===== config.mk =====
export PLATFORM = sky130hd
export DESIGN_NAME = ready_generator_flat
export DESIGN_NICKNAME = d
export VERILOG_FILES = /design/src/rtl/ready_generator_if.sv /design/src/rtl/ready_generator.sv /design/src/flat_wrapper.sv
export SDC_FILE = /design/constraint.sdc
export NUM_CORES = 1
export LEC_CHECK = 0
export ABC_AREA = 1
export CAP_MARGIN = 15
export CORE_MARGIN = 2
export CORE_UTILIZATION = 30
export CTS_BUF_LIST = sky130_fd_sc_hd__clkbuf_16
export CTS_CLUSTER_SIZE = 8
export DETAILED_ROUTE_END_ITERATION = 10
export HOLD_SLACK_MARGIN = 0.03
export PLACE_DENSITY = 0.66
export SYNTH_ARGS = -nofsm -noshare
export SYNTH_HDL_FRONTEND = slang
export SYNTH_SLANG_ARGS = --single-unit
export TNS_END_PERCENT = 50

===== constraint.sdc =====
create_clock -name clock -period 1.1 [get_ports clock]
set_input_delay 0.165 -clock clock [delete_from_list [all_inputs] [get_ports clock]]
set_output_delay 0.165 -clock clock [all_outputs]
set_load 0.03 [all_outputs]

===== src/rtl/ready_generator_if.sv =====
// Bus-side signals of the ready generator: CPU clock strobes, latched address,
// command strobes, external ready and the RDY/BUSY/TIMEOUT_FLAG returns.
interface ready_generator_if;
  logic        cpu_clock_posedge;
  logic        cpu_clock_negedge;
  logic [19:0] ADDRESS;
  logic        ALE;
  logic        IOR_N;
  logic        IOW_N;
  logic        MEMR_N;
  logic        MEMW_N;
  logic        EXT_READY;
  logic        RDY;
  logic        BUSY;
  logic        TIMEOUT_FLAG;

  modport master (
    output cpu_clock_posedge, cpu_clock_negedge, ADDRESS, ALE,
           IOR_N, IOW_N, MEMR_N, MEMW_N, EXT_READY,
    input  RDY, BUSY, TIMEOUT_FLAG
  );

  modport slave (
    input  cpu_clock_posedge, cpu_clock_negedge, ADDRESS, ALE,
           IOR_N, IOW_N, MEMR_N, MEMW_N, EXT_READY,
    output RDY, BUSY, TIMEOUT_FLAG
  );
endinterface


===== src/rtl/ready_generator.sv =====
// Wait-state generator: per-region wait counts, EXT_READY extension, RDY resynchronised
// on the CPU clock falling edge. Define READY_TIMEOUT_EN to add the EXTEND watchdog.
module ready_generator #(
  parameter logic [3:0] IO_WAIT  = 4'd1,
  parameter logic [3:0] MEM_WAIT = 4'd0,
  parameter logic [3:0] ROM_WAIT = 4'd2,
  parameter logic [7:0] TIMEOUT  = 8'd255
) (
  input  logic               clock,
  input  logic               reset,
  ready_generator_if.slave   bus
);

  typedef enum logic [1:0] {
    IDLE   = 2'd0,
    COUNT  = 2'd1,
    EXTEND = 2'd2,
    DONE   = 2'd3
  } state_t;

  state_t     r_state;
  state_t     w_state_nxt;
  logic [3:0] r_count;
  logic [3:0] w_count_nxt;
  logic       r_region;
  logic       w_region_nxt;
  logic       r_zero;
  logic       w_zero_nxt;
  logic       r_rdy;
  logic       w_rdy_tgt;

  logic       w_io_req;
  logic       w_mem_req;
  logic       w_any_req;
  logic       w_region_now;
  logic [3:0] w_load;

`ifdef READY_TIMEOUT_EN
  logic [7:0] r_wdog;
  logic [7:0] w_wdog_nxt;
  logic [7:0] w_wdog_inc;
  logic       r_tflag;
  logic       w_tflag_nxt;

  assign w_wdog_inc = r_wdog + 8'd1;
`endif

  assign w_io_req     = ~bus.IOR_N | ~bus.IOW_N;
  assign w_mem_req    = ~bus.MEMR_N | ~bus.MEMW_N;
  assign w_any_req    = w_io_req | w_mem_req;
  assign w_region_now = bus.ALE ? (bus.ADDRESS >= 20'hF0000) : r_region;
  // I/O strobes take priority when both kinds are low together.
  assign w_load       = w_io_req ? IO_WAIT : (w_region_now ? ROM_WAIT : MEM_WAIT);

  always_comb begin
    w_state_nxt  = r_state;
    w_count_nxt  = r_count;
    w_region_nxt = r_region;
    w_zero_nxt   = r_zero;
    w_rdy_tgt    = 1'b1;
`ifdef READY_TIMEOUT_EN
    w_wdog_nxt   = r_wdog;
    w_tflag_nxt  = 1'b0;
`endif
    case (r_state)
      IDLE: begin
        w_region_nxt = w_region_now;
        if (w_any_req) begin
          w_count_nxt = w_load;
          w_zero_nxt  = (w_load == 4'd0);
          w_state_nxt = (w_load == 4'd0) ? EXTEND : COUNT;
`ifdef READY_TIMEOUT_EN
          w_wdog_nxt  = '0;
`endif
        end
      end
      COUNT: begin
        w_rdy_tgt = 1'b0;
        if (!w_any_req) begin
          w_state_nxt = IDLE;
        end else if (bus.cpu_clock_posedge) begin
          if (r_count <= 4'd1) begin
            w_count_nxt = '0;
            w_state_nxt = EXTEND;
`ifdef READY_TIMEOUT_EN
            w_wdog_nxt  = '0;
`endif
          end else begin
            w_count_nxt = r_count - 4'd1;
          end
        end
      end
      EXTEND: begin
        // A zero-wait cycle follows EXT_READY directly so RDY never dips when the device is ready.
        w_rdy_tgt = r_zero & bus.EXT_READY;
        if (!w_any_req) begin
          w_state_nxt = IDLE;
        end else if (bus.cpu_clock_posedge) begin
          if (bus.EXT_READY) begin
            w_state_nxt = DONE;
          end
`ifdef READY_TIMEOUT_EN
          else if (w_wdog_inc == TIMEOUT) begin
            w_state_nxt = DONE;
            w_tflag_nxt = 1'b1;
            w_wdog_nxt  = w_wdog_inc;
          end else begin
            w_wdog_nxt  = w_wdog_inc;
          end
`endif
        end
      end
      DONE: begin
        if (!w_any_req) begin
          w_state_nxt = IDLE;
        end
      end
      default: w_state_nxt = IDLE;
    endcase
  end

  always_ff @(posedge clock) begin
    if (!reset) begin
      r_state  <= IDLE;
      r_count  <= '0;
      r_region <= 1'b0;
      r_zero   <= 1'b0;
      r_rdy    <= 1'b1;
    end else begin
      r_state  <= w_state_nxt;
      r_count  <= w_count_nxt;
      r_region <= w_region_nxt;
      r_zero   <= w_zero_nxt;
      if (bus.cpu_clock_negedge) begin
        r_rdy <= w_rdy_tgt;
      end
    end
  end

`ifdef READY_TIMEOUT_EN
  always_ff @(posedge clock) begin
    if (!reset) begin
      r_wdog  <= '0;
      r_tflag <= 1'b0;
    end else begin
      r_wdog  <= w_wdog_nxt;
      r_tflag <= w_tflag_nxt;
    end
  end

  assign bus.TIMEOUT_FLAG = r_tflag;
`else
  assign bus.TIMEOUT_FLAG = 1'b0;
`endif

  assign bus.RDY  = r_rdy;
  assign bus.BUSY = (r_state != IDLE);

endmodule


===== src/flat_wrapper.sv =====
// flat-port wrapper written by rule: the top's interface ports become plain ports
module ready_generator_flat 
#(
  parameter logic [3:0] IO_WAIT  = 4'd1,
  parameter logic [3:0] MEM_WAIT = 4'd0,
  parameter logic [3:0] ROM_WAIT = 4'd2,
  parameter logic [7:0] TIMEOUT  = 8'd255
)
  (clock, reset, bus_cpu_clock_posedge, bus_cpu_clock_negedge, bus_ADDRESS, bus_ALE, bus_IOR_N, bus_IOW_N, bus_MEMR_N, bus_MEMW_N, bus_EXT_READY, bus_RDY, bus_BUSY, bus_TIMEOUT_FLAG);
  ready_generator_if bus_i ();
  input  logic clock;
  input  logic reset;
  input wire logic [$bits(bus_i.cpu_clock_posedge)-1:0] bus_cpu_clock_posedge;
  input wire logic [$bits(bus_i.cpu_clock_negedge)-1:0] bus_cpu_clock_negedge;
  input wire logic [$bits(bus_i.ADDRESS)-1:0] bus_ADDRESS;
  input wire logic [$bits(bus_i.ALE)-1:0] bus_ALE;
  input wire logic [$bits(bus_i.IOR_N)-1:0] bus_IOR_N;
  input wire logic [$bits(bus_i.IOW_N)-1:0] bus_IOW_N;
  input wire logic [$bits(bus_i.MEMR_N)-1:0] bus_MEMR_N;
  input wire logic [$bits(bus_i.MEMW_N)-1:0] bus_MEMW_N;
  input wire logic [$bits(bus_i.EXT_READY)-1:0] bus_EXT_READY;
  output wire logic [$bits(bus_i.RDY)-1:0] bus_RDY;
  output wire logic [$bits(bus_i.BUSY)-1:0] bus_BUSY;
  output wire logic [$bits(bus_i.TIMEOUT_FLAG)-1:0] bus_TIMEOUT_FLAG;
  assign bus_i.cpu_clock_posedge = bus_cpu_clock_posedge;
  assign bus_i.cpu_clock_negedge = bus_cpu_clock_negedge;
  assign bus_i.ADDRESS = bus_ADDRESS;
  assign bus_i.ALE = bus_ALE;
  assign bus_i.IOR_N = bus_IOR_N;
  assign bus_i.IOW_N = bus_IOW_N;
  assign bus_i.MEMR_N = bus_MEMR_N;
  assign bus_i.MEMW_N = bus_MEMW_N;
  assign bus_i.EXT_READY = bus_EXT_READY;
  assign bus_RDY = bus_i.RDY;
  assign bus_BUSY = bus_i.BUSY;
  assign bus_TIMEOUT_FLAG = bus_i.TIMEOUT_FLAG;
  ready_generator #(.IO_WAIT(IO_WAIT), .MEM_WAIT(MEM_WAIT), .ROM_WAIT(ROM_WAIT), .TIMEOUT(TIMEOUT)) u_core (.clock(clock), .reset(reset), .bus(bus_i));
endmodule

==> results.md <==
- Outcome: complete, but fails checks
- Failing checks: negative setup slack
- Die Span X: 49.8 um
- Max VDD drop: 1490 uV
- Period utilization: 113%
- Crit path top cell by count: nand2_2
- CTS buffer count: 3
- CP bufs+invs: 2
- Fmax: 0.806 GHz
- #FFs+latches synth: 9
- Crit path kind: reg2reg
- Final Cell Area: 1110 um^2
- Min Clock Period, post-route: 1.24 ns
- Crit path DAT: 1.40 ns
- Num Clock Sinks: 9
- First-pass GRT wire length: 2900 um
- Logic pwr share: 55.5%
- Flop pwr share: 21.1%
- I/O Buffers: 15
- Yosys top cell area share: 28.7%
- CP delay by family, top: flip-flops
- Hold Slack: 0.487 ns
- Core box area: 1960 um^2
- Filler instances: 197
- Syn_nets: 135
- Worst Hold Launch: u_core.bus.RDY
- Finish-stage setup viols: 7
- Post-Synthesis Mean Instance Area: 6.10 um^2
- Final TNS setup: -0.587 ns
- Vias/cell: 4.50
- Initial core utilization: 32.0%
- Final Max Slew Viols: 0
- GPL Wtd Cong: 0.798
- Hold/Removal Path Class: reg2reg
- DRC viols: 0
- Placed insts: 156
- Largest net degree at the start of global routing: 8
- Max Clock Skew: 0.00277 ns
- Post-Route WL: 1810 um
- Top post-synthesis cells by area: dfxtp_1 29%, nand2_1 16%, inv_1 9.0%
- Diode count: 0
- CP max stage delay: 0.37 ns
- Post-Place Cell Area: 905 um^2
- Layout cells sized above 1: 47.8%
- Cell Rows: 16
- Yosys warning count: 0
- H-tree lvl count: 1
- Startpoint Class: register
- Area leader, netlist: dfxtp_1
- Insertion delay to the later sink of the worst-skew pair: 0.24 ns
- Post-DRT Antenna Nets: 0
- Net Switching: 1.16 mW
- Max Fanout on Critical Path: 3
- Clk buf depth: 2
- Initial antenna violation count: 0
- Via Count: 734
- Synth-to-Final Area Change: 76.1%
- Critical Path Sink Type: register
- Gr usage total: 15.7%
- CP Launch Point: u_core.r_count[0]
- Clock power share: 23.3%
- Area of the mapped netlist: 628 um^2
- Fin nets: 169
- Worst setup margin: -0.141 ns
- CP max stage cell: dfxtp_4
- Post-Synthesis Cells: 103
- Final cell count without fillers: 163
- Hold Vio Cnt, Final: 0
- Pre-CTS setup slack: -0.377 ns
- Leakage: 0.535 nW
- Register area share after synthesis: 28.7%
- HPWL Detailed: 1220 um
- Pint: 1.65 mW
- IO Pins: 33
- Maxcap violations: 0
- Vias in the first global route: 705
- CP required: 1.26 ns
- First-pass DRT Iterations: 4
- RSZ-0062 raised after global routing: yes
- Root buf cell: clkbuf_16
- Utilization after layout: 56.4%
- Clock-pin slew on the worst setup and hold paths: 0.04 ns
- Avg WL per Cell: 11.1 um
- CP Cell Sequence: inv_4 -> ha_4 -> inv_2 -> nand2_2 -> nand2_2 -> nand2_2 -> or2_0 -> a31oi_1
- Die H: 49.8 um
- Sw Ratio: 41.3%
- Total chip power: 2.81 mW
- Detailed Route Iter0 Violations: 17
- RR Startpoint: u_core.r_count[0]
- Post-synth cell types: 22
- Pwr Density: 2540 nW/um^2
- Die area: 2480 um^2
- Total global routing overflow: 0
- TritonCTS clock tree: done
==> path summary, 6_finish.rpt <==
check,end,slack [ns],cells after the start
max,u_core.r_count[1],-0.14,8
min,u_core.bus.RDY,0.49,2
max reg2reg,u_core.r_count[1],-0.14,8
min reg2reg,u_core.bus.RDY,0.49,2
==> state kept, by name, summed over array words and instances (netlist names) <==
signal and flops:
u_core.r_state 2, u_core.r_zero 1, u_core.r_region 1, u_core.bus.RDY 1, u_core.r_count 4
==> cells in the final DEF, fill, tap and decap left out, drive strengths merged <==
cell type,netlist,routed
ha,2,2
inv,19,20
a21oi,3,3
nand3,11,11
nand2,31,31
clkdlybuf4s50,0,13
dfxtp,9,9
o211ai,1,1
a31oi,1,1
nor3b,1,1
nor3,1,1
nand4,1,1
nor2,13,13
or2,2,2
o21ai,6,6
clkbuf,0,3
buf,1,17
conb,1,1
==> routing by layer <==
metal / up-vias / GRT usage (%) / routed length [um]
met1: 328 / 17.7 / 809
met5: - / 0 / 0
met4: 0 / 12.5 / 61
met3: 4 / 3.94 / 65
li1: 388 / - / -
met2: 14 / 25.1 / 871
==> power groups by stage <==
stage | Combinational (mW) | Sequential, mW | Clock [mW]
after floorplan | 0.799 | 0.563 | 0
after global placement | 1.21 | 0.564 | 0
after detailed placement | 1.21 | 0.572 | 0
after CTS | 1.36 | 0.587 | 0.654
after global routing | 1.74 | 0.607 | 0.684
final | 1.56 | 0.594 | 0.656
==> worst reg2reg max path: stages (launching register included) <==
cell	delay, ns
dfxtp_4	0.37
inv_4	0.05
ha_4	0.15
inv_2	0.05
nand2_2	0.06
nand2_2	0.06
nand2_2	0.06
or2_0	0.19
a31oi_1	0.17
==> cell type report <==
class | count | area (um^2) | area share, %
multi-input cells | 74 | 474 | 42.9
well taps | 27 | 33.8 | 3.05
flip-flops and latches | 9 | 188 | 17.0
clock inverters | 1 | 3.75 | 0.339
clock buffers | 3 | 75.1 | 6.79
repair buffers | 30 | 258 | 23.3
inverters | 19 | 73.8 | 6.67
==> cell families (layout without fill, tap and decap cells) <==
kind of cell	after synthesis	count (layout)	share of synthesized area, %
AO/OA/AOI/OAI	11	11	9.36
adder cells (fa/ha/maj)	2	2	3.98
buffers and inverters	20	53	12.5
flip-flops	9	9	28.7
other	1	1	0.597
AND/OR/NAND/NOR	60	60	44.8
==> Yosys cell counts (all sizes together) <==
cell type	number
nor3	1
buf	1
ha	2
nand3	11
conb	1
inv	19
nand4	1
a31oi	1
a21oi	3
dfxtp	9
nor3b	1
or2	2
o211ai	1
o21ai	6
nand2	31
nor2	13
==> what timing repair did <==
action / CTS / global route
endpoints found under the setup margin: 8 / 10
gates resized for setup: 18 / 16
endpoints found under the hold margin: 0 / 0
buffers inserted: 1 / 2
pin swaps: 6 / 8
hold buffers: 0 / 0
No activity file was read; power rests on OpenSTA's default activity.
